File: src/rtl/uart_tx_sched.sv
// Round-robin scheduler that shares one UART transmitter between a command-response
// requester (0) and a telemetry requester (1), sending 1- or 2-byte packets high byte first.
module uart_tx_sched #(
   parameter int GAP_CYC = 0
) (
   input  logic        clk,
   input  logic        rst_n,
   input  logic        req0,
   input  logic        len0,
   input  logic [15:0] data0,
   output logic        ack0,
   output logic        done0,
   input  logic        req1,
   input  logic        len1,
   input  logic [15:0] data1,
   output logic        ack1,
   output logic        done1,
   output logic        trmt,
   output logic [7:0]  tx_data,
   input  logic        tx_done,
   output logic        busy,
   output logic        gnt_id
);

   typedef enum logic [2:0] {
      IDLE,
      SEND_HI,
      WAIT_HI,
      GAP,
      SEND_LO,
      WAIT_LO,
      FIN
   } state_t;

   localparam logic [11:0] GAP_LIM = 12'(GAP_CYC);

   state_t      state_reg;
   logic [1:0]  ack_reg;
   logic [1:0]  done_reg;
   logic        trmt_reg;
   logic [7:0]  tx_data_reg;
   logic        busy_reg;
   logic        gnt_reg;
   logic        last_gnt_reg;
   logic [15:0] pay_reg;
   logic [11:0] gap_cnt_reg;

   logic        any_req;
   logic        pick;
   logic        pick_len;
   logic [15:0] pick_data;

   // On a tie the requester that did not win last time gets the transmitter.
   always_comb begin
      any_req = req0 | req1;
      if (req0 && req1) begin
         pick = ~last_gnt_reg;
      end else begin
         pick = req1 & ~req0;
      end
      pick_len  = pick ? len1 : len0;
      pick_data = pick ? data1 : data0;
   end

   always_ff @(posedge clk or negedge rst_n) begin
      if (!rst_n) begin
         state_reg    <= IDLE;
         ack_reg      <= 2'b00;
         done_reg     <= 2'b00;
         trmt_reg     <= 1'b0;
         tx_data_reg  <= 8'h00;
         busy_reg     <= 1'b0;
         gnt_reg      <= 1'b0;
         last_gnt_reg <= 1'b1;
         pay_reg      <= 16'h0000;
         gap_cnt_reg  <= 12'd0;
      end else begin
         ack_reg  <= 2'b00;
         done_reg <= 2'b00;
         trmt_reg <= 1'b0;
         case (state_reg)
            IDLE: begin
               busy_reg <= 1'b0;
               if (any_req) begin
                  ack_reg      <= pick ? 2'b10 : 2'b01;
                  pay_reg      <= pick_data;
                  gnt_reg      <= pick;
                  last_gnt_reg <= pick;
                  busy_reg     <= 1'b1;
                  state_reg    <= pick_len ? SEND_HI : SEND_LO;
               end
            end
            SEND_HI: begin
               trmt_reg    <= 1'b1;
               tx_data_reg <= pay_reg[15:8];
               state_reg   <= WAIT_HI;
            end
            // tx_done is still stale while trmt is high; the transmitter clears it on that edge.
            WAIT_HI: begin
               if (!trmt_reg && tx_done) begin
                  gap_cnt_reg <= 12'd0;
                  state_reg   <= GAP;
               end
            end
            GAP: begin
               if (gap_cnt_reg == GAP_LIM) begin
                  state_reg <= SEND_LO;
               end else begin
                  gap_cnt_reg <= gap_cnt_reg + 12'd1;
               end
            end
            SEND_LO: begin
               trmt_reg    <= 1'b1;
               tx_data_reg <= pay_reg[7:0];
               state_reg   <= WAIT_LO;
            end
            WAIT_LO: begin
               if (!trmt_reg && tx_done) begin
                  done_reg  <= gnt_reg ? 2'b10 : 2'b01;
                  state_reg <= FIN;
               end
            end
            FIN: begin
               busy_reg  <= 1'b0;
               state_reg <= IDLE;
            end
            default: begin
               state_reg <= IDLE;
            end
         endcase
      end
   end

   assign ack0    = ack_reg[0];
   assign ack1    = ack_reg[1];
   assign done0   = done_reg[0];
   assign done1   = done_reg[1];
   assign trmt    = trmt_reg;
   assign tx_data = tx_data_reg;
   assign busy    = busy_reg;
   assign gnt_id  = gnt_reg;

endmodule
File: config.mk
export PLATFORM = sky130hd
export DESIGN_NAME = uart_tx_sched
export DESIGN_NICKNAME = d
export VERILOG_FILES = /design/src/rtl/uart_tx_sched.sv
export SDC_FILE = /design/constraint.sdc
export NUM_CORES = 1
export LEC_CHECK = 0
export ABC_CLOCK_PERIOD_IN_PS = 2400
export CORE_MARGIN = 5
export CORE_UTILIZATION = 45
export CTS_CLUSTER_SIZE = 10
export DETAILED_ROUTE_END_ITERATION = 6
export GPL_TIMING_DRIVEN = 0
export PLACE_DENSITY_LB_ADDON = 0.25
export RECOVER_POWER = 100
export SYNTH_ARGS = -nofsm -noshare
export SYNTH_HDL_FRONTEND = slang
export SYNTH_SLANG_ARGS = --single-unit
File: constraint.sdc
create_clock -name clk -period 2.4 [get_ports clk]
set_clock_uncertainty 0.1 [all_clocks]
set_input_delay 0.48 -clock clk [delete_from_list [all_inputs] [get_ports clk]]
set_output_delay 0.48 -clock clk [all_outputs]
set_load 0.05 [all_outputs]
==> flow_summary.json <==
{
  "yosysSeqAreaShare_pct": 52.5,
  "dr.first_iter.drc_count": 149,
  "r2r_setup_slack_ns": 0.34,
  "grt_antenna_before_repair": 0,
  "finalHoldWorstSlack_ns": 0.174,
  "insertedDiodeCount": 0,
  "rr_endpoint": "pay_reg[8]$_DFFE_PN0P_",
  "grt_start_max_net_pins": 32,
  "global_route_wire_length_before_repair_mm": 8.55,
  "cts-root-buf": "sky130_fd_sc_hd__clkbuf_8",
  "route.detailed.vias_per_inst": 5.50,
  "fmax_ghz": 0.456,
  "rr_worst_depth": 5,
  "cp_max_fo": 10,
  "worstReg2RegStart": "state_reg[1]$_DFFE_PN0P_",
  "sequential_cell_area_um2": 1180,
  "cts.clk_slew.worst_paths_ns": 0.09,
  "gp_congestion": 0.831,
  "synthCells": 212,
  "timing_worst_setup_path_type": "in2reg",
  "floorplan.die.width_um": 80.6,
  "period_needed_ns": 2.19,
  "syn-num-nets": 253,
  "post_cts_setup_repair_buffer_count": 0,
  "synth_area_per_cell_um2": 10.6,
  "start_kind": "input pin",
  "synth_warnings": 0,
  "die-height_um": 80.6,
  "post_synth_num_cell_types": 45,
  "synth-async-reset-ratio_pct": 100,
  "routedWlPerCell_um": 15.7,
  "insertion_delay_ns": 0.30,
  "route.antenna.remaining_nets": 0,
  "total_setup_violations_reported_at_the_end_of_the_flow": 0,
  "global_route.overflow_total": 0,
  "cts_buffers": 5,
  "detail_route.drc_violations": 0,
  "via_count": 1874,
  "relSlewSlack_pct": 40.2,
  "globalRouteTotalUtil_pct": 17.3,
  "rsz0062_at_grt": "no",
  "holdBufCountCts": 0,
  "detail_route.first_pass.iterations": 4,
  "power_density_nw_per_um2": 1270,
  "dpl_cell_area_um2": 2870,
  "share_of_the_clock_period_used_by_the_worst_path_after_layout_pct": 91.3,
  "post-dp-hpwl_mm": 3.90,
  "floorplan_die_area_um2": 6490,
  "yosys_register_bits": 47,
  "synthesis.area_um2": 2240,
  "coreArea_um2": 4790,
  "flip_flop_count_of_the_largest_register_all_copies_and_words_added": 16,
  "inst_count_dp": 333,
  "result_of_the_run": "finished clean",
  "number_of_flops_mapped_to_enable_cells_by_yosys": 0,
  "cellLeakagePower_uw": 0.00138,
  "layout_setup_ws_ns": 0.209,
  "holdCritPathClass": "in2async",
  "drv_cap": 0,
  "max-vdd-ir-drop_uv": 605,
  "cp_data_arrival_time_ns": 2.34,
  "floorplan.rows": 25,
  "tns_ns": 0,
  "cts_tree": "done",
  "ys.flop_type": "sky130_fd_sc_hd__dfrtp_1",
  "cts-root-to-sink-buffers": 2,
  "placement.setup.worst_slack_ns": -0.117,
  "cts.repair.resized": 0,
  "fin_nets": 314,
  "wirelength_routed_mm": 5.37,
  "worst_pin_slew_ns": 0.897,
  "synthToLayoutAreaGrowth_pct": 31.5,
  "numClockSinks": 47,
  "htree_levels": 2,
  "drive_above_1_share_pct": 6.57,
  "placement.io_buffers": 53,
  "timing.final.max_slew_violations": 0,
  "timing_hold_violations_final": 0,
  "first_global_vias": 1818,
  "final_cells": 341,
  "layout.filler_cells": 426,
  "final_cell_area_um2": 2950,
  "multi_input_area_um2": 966,
  "cp_data_required_time_ns": 2.55,
  "floorplan.initialDensity_pct": 46.8,
  "worst_setup_path_end_kind": "flip-flop",
  "design.portCount": 54
}
[logic make-up (layout without fill, tap and decap cells)]
family,count (synthesis),count (layout),synth area share [%]
mux,5,5,2.29
compound gates,75,75,24.6
flops,47,47,52.5
simple gates,63,63,15.3
buf+inv,20,82,4.24
fa+ha+maj,2,2,1.12
[power breakdown]
| part | internal, µW | leakage, µW | total, µW | switching, µW |
|---|---|---|---|---|
| logic | 757 | 0.000738 | 1820 | 1070 |
| registers | 1140 | 0.000594 | 1400 | 253 |
| clock network | 235 | 0.0000474 | 511 | 276 |
| total | 2140 | 0.00138 | 3730 | 1600 |
[area by class of cell]
type / count / area share [%]
Inverter: 9 / 1.15
Tap cell: 67 / 2.84
Clock inverter: 2 / 0.552
Clock buffer: 6 / 2.80
Buffer: 11 / 1.99
Timing Repair Buffer: 54 / 18.0
Multi-Input combinational cell: 145 / 32.8
Sequential cell: 47 / 39.9
[synthesized netlist by cell type, types with 2 or more instances]
library cell / number / share of area, %
sky130_fd_sc_hd__dfrtp_1: 46 / 51
sky130_fd_sc_hd__nand2_1: 23 / 3.9
sky130_fd_sc_hd__a21o_1: 18 / 6.0
sky130_fd_sc_hd__a22o_1: 17 / 6.6
sky130_fd_sc_hd__o21ai_0: 13 / 2.9
sky130_fd_sc_hd__inv_1: 9 / 1.5
sky130_fd_sc_hd__a22oi_1: 8 / 2.7
sky130_fd_sc_hd__nor2_1: 7 / 1.2
sky130_fd_sc_hd__a21oi_1: 5 / 1.1
sky130_fd_sc_hd__nor4_1: 5 / 1.4
sky130_fd_sc_hd__buf_2: 4 / 0.89
sky130_fd_sc_hd__clkbuf_1: 4 / 0.67
sky130_fd_sc_hd__mux2i_1: 4 / 1.8
sky130_fd_sc_hd__nand2b_1: 3 / 0.84
sky130_fd_sc_hd__nand3_1: 3 / 0.67
sky130_fd_sc_hd__nand4_1: 3 / 0.84
sky130_fd_sc_hd__nor2b_1: 3 / 0.84
sky130_fd_sc_hd__nor3_1: 3 / 0.67
sky130_fd_sc_hd__a31oi_1: 2 / 0.56
sky130_fd_sc_hd__and3_1: 2 / 0.56
sky130_fd_sc_hd__buf_4: 2 / 0.67
sky130_fd_sc_hd__ha_1: 2 / 1.1
sky130_fd_sc_hd__nand3b_1: 2 / 0.67
sky130_fd_sc_hd__or3_1: 2 / 0.56
sky130_fd_sc_hd__or4_1: 2 / 0.67
[metal layers]
layer  share of wire, %  vias to the layer above  wire (µm)  track usage (%)
met5                  0                        -          0                0
met4                1.8                        0         97             6.76
met3                6.1                        9        326             3.92
met2                 48                       51       2600             28.1
met1                 44                      906       2350             22.3
li1                   -                      908          -                -
[how the worst max path moves through the flow]
stage,from,endpoint,slack [ns],cells after the start
finish,req1,pay_reg[8]$_DFFE_PN0P_,0.21,6
global route,req1,pay_reg[9]$_DFFE_PN0P_,0.1,6
CTS,req1,pay_reg[8]$_DFFE_PN0P_,0.18,6
detailed placement,req1,pay_reg[8]$_DFFE_PN0P_,-0.12,6
global placement,rst_n,ack_reg[0]$_DFF_PN0_,-0.57,1
floorplan,req0,pay_reg[10]$_DFFE_PN0P_,0.63,6
[through the flow]
stage / power (µW) / utilization [%]
after global placement: 3250 / 59.7
after CTS: 3820 / 62.1
after detailed placement: 3300 / 60.0
after floorplan: 2720 / -
final: 3730 / 61.6
after global routing: 3990 / 61.6
[worst max-delay path, stage by stage]
cell and delay, ns:
sky130_fd_sc_hd__clkdlybuf4s50_1 0.51, sky130_fd_sc_hd__a21bo_1 0.26, sky130_fd_sc_hd__nor4_4 0.49, sky130_fd_sc_hd__buf_2 0.35, sky130_fd_sc_hd__a22o_1 0.16, sky130_fd_sc_hd__a21o_1 0.08
[cell usage in the layout, fill, tap and decap left out, drive strengths merged, types with 4 or more instances in the layout]
| master | synthesis | layout |
|---|---|---|
| a22o | 17 | 17 |
| inv | 9 | 9 |
| buf | 7 | 5 |
| nor2 | 8 | 8 |
| clkdlybuf4s50 | 0 | 36 |
| dlygate4sd3 | 0 | 16 |
| dfrtp | 46 | 46 |
| nand2 | 23 | 23 |
| o21ai | 13 | 13 |
| nor4 | 6 | 6 |
| clkbuf | 4 | 14 |
| mux2i | 4 | 4 |
| a21oi | 5 | 5 |
| a22oi | 8 | 8 |
| a21o | 18 | 18 |
Power figures use the tool's default switching activity.
